`src/rtl/mem_arbiter.sv`:
```
// Two-requester (instruction/data) arbiter in front of a single-port backing memory.
// Optional macro ARB_RR_EN selects round-robin arbitration; default is fixed D-priority.
module mem_arbiter #(
  parameter int BURST_LOG2 = 2
) (
  input  logic                  clk,
  input  logic                  rst_n,
  input  logic                  i_req,
  input  logic [31:0]           i_addr,
  input  logic                  d_req,
  input  logic                  d_we,
  input  logic [31:0]           d_addr,
  input  logic [31:0]           d_wdata,
  output logic                  i_stall,
  output logic                  d_stall,
  output logic                  i_rvalid,
  output logic                  d_rvalid,
  output logic                  i_done,
  output logic                  d_done,
  output logic [31:0]           rdata,
  output logic [BURST_LOG2-1:0] beat,
  output logic                  mem_req,
  output logic                  mem_we,
  output logic [31:0]           mem_addr,
  output logic [31:0]           mem_wdata,
  input  logic                  mem_ack,
  input  logic [31:0]           mem_rdata
);

  typedef enum logic [1:0] {IDLE, ISSUE, DONE} state_t;

  localparam logic OWN_I = 1'b0;
  localparam logic OWN_D = 1'b1;
  localparam int   OFS   = BURST_LOG2 + 2;

  state_t                state_reg, state_next;
  logic                  owner_reg;
  logic                  we_reg;
  logic [31:0]           addr_reg;
  logic [31:0]           wdata_reg;
  logic [BURST_LOG2-1:0] cnt_reg;
  logic                  grant_d;
  logic                  last_beat;
  logic                  beat_fire;
  logic                  any_req;

  assign any_req   = i_req | d_req;
  assign beat_fire = (state_reg == ISSUE) && mem_ack;
  // Writes are always single-beat, so the counter is 0 on their only beat.
  assign last_beat = we_reg || (cnt_reg == {BURST_LOG2{1'b1}});

`ifdef ARB_RR_EN
  logic last_owner_reg;

  assign grant_d = d_req && (!i_req || (last_owner_reg == OWN_I));

  always_ff @(posedge clk or negedge rst_n) begin
    if (!rst_n) begin
      last_owner_reg <= OWN_I;
    end else if ((state_reg == IDLE) && any_req) begin
      last_owner_reg <= grant_d;
    end
  end
`else
  assign grant_d = d_req;
`endif

  always_ff @(posedge clk or negedge rst_n) begin
    if (!rst_n) begin
      state_reg <= IDLE;
    end else begin
      state_reg <= state_next;
    end
  end

  always_comb begin
    state_next = state_reg;
    mem_req    = 1'b0;
    mem_we     = 1'b0;
    mem_addr   = 32'h0;
    mem_wdata  = 32'h0;
    i_done     = 1'b0;
    d_done     = 1'b0;
    case (state_reg)
      IDLE: begin
        if (any_req) state_next = ISSUE;
      end
      ISSUE: begin
        mem_req = 1'b1;
        mem_we  = we_reg;
        if (we_reg) begin
          mem_addr  = {addr_reg[31:2], 2'b00};
          mem_wdata = wdata_reg;
        end else begin
          mem_addr = {addr_reg[31:OFS], cnt_reg, 2'b00};
        end
        if (mem_ack && last_beat) state_next = DONE;
      end
      DONE: begin
        i_done     = (owner_reg == OWN_I);
        d_done     = (owner_reg == OWN_D);
        state_next = IDLE;
      end
      default: state_next = IDLE;
    endcase
  end

  assign i_stall = i_req && !((owner_reg == OWN_I) && (state_reg == DONE));
  assign d_stall = d_req && !((owner_reg == OWN_D) && (state_reg == DONE));

  always_ff @(posedge clk or negedge rst_n) begin
    if (!rst_n) begin
      owner_reg <= OWN_D;
      we_reg    <= 1'b0;
      addr_reg  <= 32'h0;
      wdata_reg <= 32'h0;
      cnt_reg   <= '0;
      rdata     <= 32'h0;
      beat      <= '0;
      i_rvalid  <= 1'b0;
      d_rvalid  <= 1'b0;
    end else begin
      i_rvalid <= 1'b0;
      d_rvalid <= 1'b0;
      if ((state_reg == IDLE) && any_req) begin
        owner_reg <= grant_d;
        we_reg    <= grant_d && d_we;
        addr_reg  <= grant_d ? d_addr : i_addr;
        wdata_reg <= d_wdata;
        cnt_reg   <= '0;
      end
      if (beat_fire) begin
        rdata    <= mem_rdata;
        beat     <= cnt_reg;
        i_rvalid <= !we_reg && (owner_reg == OWN_I);
        d_rvalid <= !we_reg && (owner_reg == OWN_D);
        cnt_reg  <= last_beat ? '0 : cnt_reg + 1'b1;
      end
    end
  end

endmodule

```
`config.mk`:
```
export PLATFORM = sky130hd
export DESIGN_NAME = mem_arbiter
export DESIGN_NICKNAME = d
export VERILOG_FILES = /design/src/rtl/mem_arbiter.sv
export SDC_FILE = /design/constraint.sdc
export NUM_CORES = 1
export LEC_CHECK = 0
export CAP_MARGIN = 30
export CORE_MARGIN = 8
export CORE_UTILIZATION = 41
export CTS_CLUSTER_DIAMETER = 80
export DETAILED_ROUTE_END_ITERATION = 16
export PLACE_DENSITY = 0.81
export SLEW_MARGIN = 0
export SYNTH_ARGS = -nofsm -noshare
export SYNTH_HDL_FRONTEND = slang
export SYNTH_SLANG_ARGS = --single-unit
export TNS_END_PERCENT = 20
```
`constraint.sdc`:
```
create_clock -name clk -period 1.7 [get_ports clk]
set_input_delay 0.255 -clock clk [delete_from_list [all_inputs] [get_ports clk]]
set_output_delay 0.255 -clock clk [all_outputs]
set_load 0.02 [all_outputs]
```
---- Word level (Yosys, flattened, before mapping) ----
Cells that the tools add are included.
operators by class
  $add $sub $neg .......................... 1
  multiply operators ...................... 0
  div/mod/pow operators ................... 0
  $lt $le $gt $ge ......................... 0
  eq/ne operators ......................... 5
  shift-type cells ........................ 0
  multiplexer cells ....................... 17
  bitwise operators ....................... 2
  reductions and logical operators ........ 17
operator list
  kind                                                                    count
  32-bit two-way mux                                                      4
  1-bit logical AND                                                       10
  2-bit two-way mux                                                       5
  1-bit two-way mux                                                       6
  2-bit equality test (second input constant)                             2
  4-bit two-way mux                                                       1
  2-bit case mux with 2 select lines                                      1
  1-bit logical NOT                                                       3
  2-bit by 1-bit adder with 2-bit output (second input constant)          1
  2-bit by 1-bit equality test with 1-bit output (second input constant)  1
  2-bit logical NOT                                                       1
  2-bit by 1-bit != test with 1-bit output (second input constant)        1
  2-bit != test (second input constant)                                   1
  2-bit AND reduction                                                     1
  2-bit nonzero test                                                      1
  1-bit logical OR                                                        1
  1-bit NOT                                                               1
  1-bit bitwise OR                                                        1
storage, ports and cells
  register bits after elaboration ......... 106
  latch bits .............................. 0
  bits in writable memories ............... 0
  bits in read-only memories .............. 0
  bits of input ports ..................... 134
  output and inout bits ................... 106
  memories ................................ 0

---- Depth between registers and ports, before layout ----
  depth in word-level cells ............... 5
  gate-level depth with buffers ........... 5
  mapped depth without buffers ............ 4

---- Worst setup path before layout ----
No wires, ideal clock.
  kind .................................... register to output
  start point ............................. register state_reg[1]
  end point ............................... output port mem_addr[10]
  arrival ................................. 1.356 ns
  data required time ...................... 1.445 ns
  slack ................................... 0.089 ns
  stages on the path, launching flop included .. 5
  cell sequence ........................... dfrtp_1 -> nand2b_1 -> inv_1 -> clkbuf_1 -> and2_1
between the ends
  cells in the longest elaborated chain, start to end .. 2
RTL lines
  what                                            line  RTL
  start: declaration                              36    state_t state_reg, state_next;
  start signal: assignment                        72    state_reg <= state_next;
  2-bit by 1-bit equality test with 1-bit output  84    case (state_reg)
  32-bit two-way mux                              84
  end: declaration                                24    output logic [31:0] mem_addr,
No other way between the ends.

---- Final worst setup path ----
  start point ............................. register state_reg[0]
  end point ............................... output port mem_wdata[23]
between the ends
  cells in the longest elaborated chain, start to end .. 2
RTL lines
  what                                            line  RTL
  2-bit by 1-bit equality test with 1-bit output  84
  32-bit two-way mux                              84
  end: declaration                                25    output logic [31:0] mem_wdata,
No other way between the ends.

==> reports/results.ini <==
[run_status]
status=complete, but fails checks
violations=negative setup slack

[drt]
finalWirelength_um=14600
drtIter0Drc=221
ant_nets=0
viasPerCell=5.00
wl_per_cell_um=19.8
firstDrtPassIters=6
via_count=3703
drcViolationCount=0

[timing]
period_minus_slack_ns=1.71
max_freq_mhz=584
skew_ns=0.00402
finalCritPeriodShare_pct=101
maxSlewViolCount=0
finalWorstSetupSlack_ns=-0.0133
grt_setup_unrepaired=true
setup_viol=2
hold_viol=0
final.setup.tns_ns=-0.0198

[final_layout]
syn_to_final_growth_pct=64.3
fill_cells=863
nNetsFinal=724
regArea_um2=2600
multi_input_area_um2=2410
diodes=0
drive_gt1_share_pct=46.8
final_util_pct=68.6
final_cells=741

[setup_path]
worstPathRequired_ns=1.44
arrival_ns=1.46
path_class=register to primary output
end_kind=primary output
critPathLaunchType=register
crit_path_max_fanout=12

[global_route]
grt_pass1_wl_um=22900
grt_pass1_vias=4293
overflow=0
globalRouteTotalUtil_pct=18.0
grt_max_degree=43
antenna_found_initial=0

[logic_synthesis]
synth_edf_count=0
ys_async_sr_fraction_pct=100
ys_seq_area_share_pct=52.1
ys.flop_type=dfrtp_1
yosysUniqueCellTypes=30
ys_ff_latch=104
syn_inst=348
synth.avg_cell_area_um2=14.3
yosys_warnings=0
syn-cell-area_um2=4990

[placement]
place_inst=721
io_buffers=233
dp_hpwl_um=10800
gp_congestion=0.736

[floorplan]
pin_count=240
die_area_um2=16000
die_w_um=126
core_um2=12000
row_count=40
fp.dieH_um=126
initial_core_util_pct=41.7

[hold_path]
min_path_type=primary input to async pin

[clocking]
cts_tree=built
cts_setup_buffers=0
clock-root-buffer=clkbuf_16
clkLatencyLatePin_ns=0.33
cts.clk_slew.worst_paths_ns=0.07
clk_path_buf_depth=2
cts-htree-levels=3
cts.sinks=104
cts_buffers=9

[power_and_ir_drop]
peakVddDrop_v=0.00106
total_power_mw=15.6
total_leakage_power_nw=3.66
power_density_nw_per_um2=1900

[flow_run]
maxCapViolCount=0

==> per-stage QoR <==
stage                     setup slack (ns)  hold WS (ns)  cell area [µm²]
final                              -0.0133         0.397             8200
after detailed placement            -0.223         0.199             7590
after CTS                           -0.122         0.385             7900
after floorplan                     0.0889       -0.0406             5000
after global placement              -0.194         0.193             7590
after global routing               -0.0548         0.437             8200
==> metal layers <==
layer | routed length, µm | GRT usage [%] | up-vias
met5 | 0 | 0 | -
met4 | 288 | 6.65 | 0
met3 | 1110 | 6.24 | 21
met2 | 7630 | 31.4 | 147
met1 | 5620 | 19.7 | 1836
li1 | - | - | 1699
==> logic make-up (layout without fill, tap and decap cells) <==
family	after synthesis	after routing	synth area share [%]
AOI/OAI and AO/OA	7	7	1.08
DFF	104	104	52.1
other	1	2	0.0751
muxes	128	128	33.3
adders and majority gates	1	1	0.251
and+or+nand+nor	79	79	9.70
buffers and inverters	28	273	3.43
==> power breakdown <==
part / leakage, nW / switching, mW / internal (mW)
combinational: 2.29 / 3.87 / 5.19
sequential: 1.23 / 0.751 / 3.74
clock: 0.138 / 0.874 / 1.13
total: 3.66 / 5.50 / 10.1
==> cells in the mapped netlist (all sizes together) (2+ instances only) <==
cell type,instances,area (µm²)
a31o,2,17.5
nand2,3,11.3
nor3b,2,15.0
mux2,126,1640
and2,29,181
o21ai,2,10.0
dfrtp,103,2580
nor2b,2,12.5
nor2,5,21.3
clkbuf,10,37.5
and3,32,200
mux2i,2,20.0
buf,17,130
==> area by class of cell <==
cell class,instances,area share (%)
multi-input combinational,217,29.3
timing repair buffer,256,33.0
sequential,104,31.7
clock buffer,10,2.79
inverter,1,0.198
clock inverter,6,0.732
tap,147,2.24
==> worst max-delay path, cell delays in order (launching register included) <==
cell       delay (ns)
dfrtp_1          0.41
nand2b_4         0.12
clkinv_8         0.10
clkbuf_16        0.18
and3_1           0.19
buf_6            0.13
==> worst paths after layout <==
kind                                     startpoint  slack [ns]                         to  cells after the start
min in group clk           addr_reg[20]$_DFFE_PN0P_        0.51   addr_reg[20]$_DFFE_PN0P_                      1
min                                           rst_n        0.40  wdata_reg[21]$_DFFE_PN0P_                      2
max                        state_reg[0]$_DFFE_PN0P_       -0.01              mem_wdata[23]                      5
min reg2reg                addr_reg[20]$_DFFE_PN0P_        0.51   addr_reg[20]$_DFFE_PN0P_                      1
max in group asynchronous                     rst_n        0.75   wdata_reg[2]$_DFFE_PN0P_                      3
max reg2reg                state_reg[0]$_DFFE_PN0P_        0.07   addr_reg[19]$_DFFE_PN0P_                      5
==> cells in the final DEF (no fill, tap or decap), types with 3 or more instances in the layout <==
cell type	Yosys	routed
and2_1	29	16
and2_4	0	13
and3_1	32	7
and3_4	0	25
buf_12	0	8
buf_16	0	3
buf_2	8	10
buf_4	3	11
buf_6	6	57
clkbuf_16	0	10
clkdlybuf4s50_1	0	164
clkinv_2	0	3
dfrtp_1	103	103
mux2_2	66	66
mux2_4	60	60
nand2_1	3	3
nor2_1	4	4
==> timing repair <==
action	CTS	global route
endpoints found under the hold margin	22	0
cloned	2	1
endpoints found under the setup margin	68	65
hold buffers	1	0
resized for setup	356	81
pin swaps	0	5
No activity file was read; power rests on OpenSTA's default activity.
